`config.mk`:
```
export PLATFORM = sky130hd
export DESIGN_NAME = param_updown_counter
export DESIGN_NICKNAME = d
export VERILOG_FILES = /design/src/rtl/counter_pkg.sv /design/src/rtl/counter_prescaler.sv /design/src/rtl/param_updown_counter.sv
export SDC_FILE = /design/constraint.sdc
export NUM_CORES = 1
export LEC_CHECK = 0
export CORE_MARGIN = 2
export CORE_UTILIZATION = 30
export CTS_BUF_LIST = sky130_fd_sc_hd__clkbuf_16
export DETAILED_ROUTE_END_ITERATION = 8
export HOLD_SLACK_MARGIN = 0.06
export PLACE_DENSITY = 0.68
export SYNTH_ARGS = -nofsm -noshare
export SYNTH_HDL_FRONTEND = slang
export SYNTH_HIERARCHICAL = 1
export SYNTH_SLANG_ARGS = --single-unit
```
`constraint.sdc`:
```
create_clock -name clk -period 1.7 [get_ports clk]
set_input_delay 0.17 -clock clk [delete_from_list [all_inputs] [get_ports clk]]
set_output_delay 0.17 -clock clk [all_outputs]
set_load 0.01 [all_outputs]
```
`src/rtl/counter_pkg.sv`:
```
// Shared constants for the parametrised up/down counter family:
// direction and boundary-mode encodings plus default sizing.
package counter_pkg;

  localparam logic DIR_UP    = 1'b1;
  localparam logic DIR_DOWN  = 1'b0;

  localparam logic MODE_WRAP = 1'b0;
  localparam logic MODE_SAT  = 1'b1;

  localparam int DEF_DATA_SIZE    = 4;
  localparam int DEF_PRESCALE_DIV = 4;

endpackage

```
`src/rtl/counter_prescaler.sv`:
```
// Enable divider: counts en-qualified cycles 0..PRESCALE_DIV-1 and
// raises tick on the last one, so the main counter steps once per PRESCALE_DIV enables.
module counter_prescaler #(
  parameter int PRESCALE_DIV = 4
) (
  input  logic clk,
  input  logic reset,
  input  logic en,
  input  logic clr,
  output logic tick
);

  localparam int CW = (PRESCALE_DIV > 2) ? $clog2(PRESCALE_DIV) : 1;
  localparam logic [CW-1:0] LAST = CW'(PRESCALE_DIV - 1);

  logic [CW-1:0] div_cnt;

  assign tick = en && (div_cnt == LAST);

  always_ff @(posedge clk) begin
    if (reset || clr) begin
      div_cnt <= '0;
    end else if (en) begin
      div_cnt <= (div_cnt == LAST) ? '0 : div_cnt + 1'b1;
    end
  end

endmodule

```
`src/rtl/param_updown_counter.sv`:
```
// Parametrised up/down counter with load, wrap/saturate, tc pulse and sticky ovf.
// Optional enable prescaler is built when COUNTER_PRESCALER_EN is defined.
module param_updown_counter
  import counter_pkg::*;
#(
  parameter int DATA_SIZE    = DEF_DATA_SIZE,
  parameter int MAX_COUNT    = 2**DATA_SIZE - 1,
  parameter int PRESCALE_DIV = DEF_PRESCALE_DIV
) (
  input  logic                 clk,
  input  logic                 reset,
  input  logic                 en,
  input  logic                 up_dn,
  input  logic                 load,
  input  logic [DATA_SIZE-1:0] load_val,
  input  logic                 sat_mode,
  input  logic                 clr_ovf,
  output logic [DATA_SIZE-1:0] q_out,
  output logic                 tc,
  output logic                 ovf
);

  localparam logic [DATA_SIZE-1:0] MAX_Q = DATA_SIZE'(MAX_COUNT);

  if (DATA_SIZE < 2 || MAX_COUNT < 1 || PRESCALE_DIV < 2) begin : g_param_check
    $error("param_updown_counter: illegal parameter combination");
  end

  // Returns {boundary_event, next_count}; all arithmetic stays within DATA_SIZE bits.
  function automatic logic [DATA_SIZE:0] step_count(
    input logic [DATA_SIZE-1:0] q,
    input logic                 dir,
    input logic                 mode
  );
    logic [DATA_SIZE-1:0] nxt;
    logic                 bound;
    bound = 1'b0;
    if (dir == DIR_UP) begin
      if (q == MAX_Q) begin
        bound = 1'b1;
        nxt   = (mode == MODE_SAT) ? MAX_Q : '0;
      end else begin
        nxt = q + 1'b1;
      end
    end else begin
      if (q == '0) begin
        bound = 1'b1;
        nxt   = (mode == MODE_SAT) ? '0 : MAX_Q;
      end else begin
        nxt = q - 1'b1;
      end
    end
    return {bound, nxt};
  endfunction

  function automatic logic [DATA_SIZE-1:0] clamp_load(input logic [DATA_SIZE-1:0] v);
    return (v > MAX_Q) ? MAX_Q : v;
  endfunction

  logic                 step_tick;
  logic [DATA_SIZE:0]   step_res;
  logic                 do_step;
  logic                 bound_evt;

`ifdef COUNTER_PRESCALER_EN
  counter_prescaler #(
    .PRESCALE_DIV (PRESCALE_DIV)
  ) u_prescaler (
    .clk   (clk),
    .reset (reset),
    .en    (en),
    .clr   (load),
    .tick  (step_tick)
  );
`else
  assign step_tick = 1'b1;
`endif

  assign step_res  = step_count(q_out, up_dn, sat_mode);
  assign do_step   = !load && en && step_tick;
  assign bound_evt = do_step && step_res[DATA_SIZE];

  always_ff @(posedge clk) begin
    if (reset) begin
      q_out <= '0;
      tc    <= 1'b0;
      ovf   <= 1'b0;
    end else begin
      tc <= bound_evt;
      if (load) begin
        q_out <= clamp_load(load_val);
      end else if (do_step) begin
        q_out <= step_res[DATA_SIZE-1:0];
      end
      // A boundary event on the same edge as clr_ovf keeps the flag set.
      if (bound_evt) begin
        ovf <= 1'b1;
      end else if (clr_ovf) begin
        ovf <= 1'b0;
      end
    end
  end

endmodule

```
==> results.ini <==
[synthesis]
yosys_warnings = 6
syn_inst = 65
syn_avg_cell_area_sq_um = 7.64
yosysUniqueCellTypes = 28
syn_nets = 78
seq_area_frac_synth_pct = 24.2
synth-seq-cells = 6
syn_area_sq_um = 497

[layout]
ff_latch_area_sq_um = 120
multi_input_area_sq_um = 352
area_delta_synth_final_pct = 54.7
postLayoutCoreUtil_pct = 50.4
finalNonFillerCells = 100
drive_above_1_share_pct = 10.7
design_area_sq_um = 768
antennaDiodeCount = 0
nNetsFinal = 99
n_fill_cell = 149

[worst_setup_path]
crit_path_max_fanout = 12
cpPeakStageDelay_ns = 0.62
crit_required_ns = 1.53
slowest_stage = clkdlybuf4s50_1
path_delay_family = buffers and inverters
path_cells = clkdlybuf4s50_1
crit_type = reg -> out
cp_data_arrival_time_ns = 1.42
rr_startpoint = q_out[1]$_SDFFE_PP0P_
worstRegToRegCells = 5
critPathBufInv = 1
crit_path_start_kind = register
end_kind = output pin
startpoint = q_out[3]$_SDFFE_PP0P_
r2r_setup_slack_ns = 0.15
rr_endpoint = q_out[3]$_SDFFE_PP0P_
crit_end = q_out[3]
worstSetupPathDepth = 1

[global_routing]
grt_antenna_before_repair = 0
grt_pass1_wl_microns = 2080
overflow = 0
track_usage_pct = 14.4
grt_max_degree = 14
grt_pass1_vias = 514

[placed_design]
place_ws_ns = 0.114
dp.cells = 97
io_buffers = 16
gp_congestion = 0.914
place_area_sq_um = 684
dp_hpwl_microns = 978

[timing]
hold_viol_final = 0
tightest_slew_ns = 0.432
fin_crit_ns = 1.59
setup-tns-final_ns = 0
slew_violations = 0
fin_skew_ns = 0.00273
rsz0062_at_grt = false
maxClockFrequency_mhz = 629
period_share_pct = 93.4
whs_ns = 0.472
setup_ws_ns = 0.111
max_slew_margin_pct = 71.2
setup_viol = 0

[clocking]
post_cts_buffers = 0
cts_tree = yes
clockRootBuffer = clkbuf_16
clkLatencyLatePin_ns = 0.23
cts_sinks = 6
cts.clk_slew.worst_paths_ns = 0.03
cts_max_path_buffers = 2
htreeDepth = 1
cts-buffers-inserted = 3

[power_and_ir_drop]
power_density_nw_per_um2 = 912
total_power_mw = 0.701
leakagePower_nw = 0.298
ir_drop_uv = 711

[worst_hold_path]
hold_path.class = reg -> reg

[floorplan]
die_h_microns = 44.7
die_area_sq_um = 2000
core_area_sq_um = 1520
row_count = 14
ios = 17
die_width_microns = 44.7
start_util_pct = 32.6

[run_status]
outcome = complete, no violations

[drt]
drt_iter0_markers = 8
wl_per_cell_microns = 13.0
vias = 569
drc = 0
vias_per_cell = 5.69
drtPass1Iterations = 4
drtAntennaViolNets = 0
routed_wl_microns = 1300

[run]
maxCapViolCount = 0

## tightest hold or removal path: cells and delay by family, from the launching register on
family	cells	cell delay (ns)
AOI/OAI and AO/OA	1	0.05
and+or+nand+nor	1	0.06
DFF	1	0.30
## how the worst min path moves through the flow
stage	startpoint	slack (ns)	endpoint	cells after the start
after CTS	ovf$_SDFFE_PP0P_	0.48	ovf$_SDFFE_PP0P_	2
final	ovf$_SDFFE_PP0P_	0.47	ovf$_SDFFE_PP0P_	2
after global placement	ovf$_SDFFE_PP0P_	0.47	ovf$_SDFFE_PP0P_	2
after floorplan	reset	0.24	ovf$_SDFFE_PP0P_	1
after detailed placement	ovf$_SDFFE_PP0P_	0.46	ovf$_SDFFE_PP0P_	2
after global routing	ovf$_SDFFE_PP0P_	0.49	ovf$_SDFFE_PP0P_	2
## power breakdown
part / leakage, nW / internal (mW) / switching [mW]
Clock: 0.0370 / 0.302 / 0.0782
Combinational: 0.211 / 0.0844 / 0.0637
Sequential: 0.0494 / 0.151 / 0.0215
Total: 0.298 / 0.537 / 0.163
## sequential cells by signal, summed over array words and instances (netlist names)
register / count
tc: 1
q_out: 4
ovf: 1
## cell usage after synthesis
cell type	n	share of area (%)
nand2b_1	6	7.6
a31oi_1	2	2.5
nor4b_2	1	3.0
nand2_1	4	3.0
o31ai_1	2	3.0
a21oi_1	7	7.1
a221oi_1	1	1.8
o2bb2ai_1	2	3.5
nor3_1	2	2.0
mux2i_1	3	6.0
o21ai_1	1	1.0
inv_2	1	0.75
buf_4	1	1.5
nor2_1	4	3.0
nand3_1	2	2.0
a22oi_1	1	1.5
nor3b_1	1	1.5
o32ai_1	1	1.8
buf_2	3	3.0
o221ai_1	1	1.8
o21ai_0	1	1.0
ha_1	2	5.0
inv_1	2	1.5
dfxtp_1	6	24
o211ai_1	1	1.5
or3_1	2	2.5
and4_1	1	1.8
nor2b_1	4	5.0
## area by class of cell
cell class	count	share of cell area [%]
sequential	6	15.6
multi-input combinational	52	45.8
tap	16	2.61
inverter	3	1.47
clock buffer	3	9.77
timing repair buffer	20	24.8
## kinds of logic after synthesis
family	Yosys count	synth area share (%)
and+or+nand+nor	27	31.5
AOI/OAI and AO/OA	20	26.4
DFF	6	24.2
adders and majority gates	2	5.04
muxes	3	6.05
buffers and inverters	7	6.80
## timing repair
item | CTS | global route
endpoints found under the setup margin | 0 | 1
hold buffers | 0 | 0
gates resized for setup | 0 | 1
## routing by layer
metal	wire, microns	vias up	track usage, %
li1	-	279	-
met1	551	265	17.0
met2	645	21	22.9
met3	70	4	2.40
met4	35	0	11.5
met5	0	-	0
## layout by cell type (no fill, tap or decap), drive strengths merged
master	synthesis	final
clkdlybuf4s50	0	16
a21oi	7	7
nand2b	6	6
dfxtp	6	6
nor2	4	4
nand2	4	4
nor2b	4	4
buf	4	4
mux2i	3	3
clkbuf	0	3
inv	3	3
nand3	2	2
nor3	2	2
o2bb2ai	2	2
o31ai	2	2
a31oi	2	2
or3	2	2
ha	2	2
o21ai	2	2
nor4b	1	1
a22oi	1	1
and4	1	1
o221ai	1	1
o211ai	1	1
a221oi	1	1
nor3b	1	1
o32ai	1	1
Power figures use the tool's default switching activity.
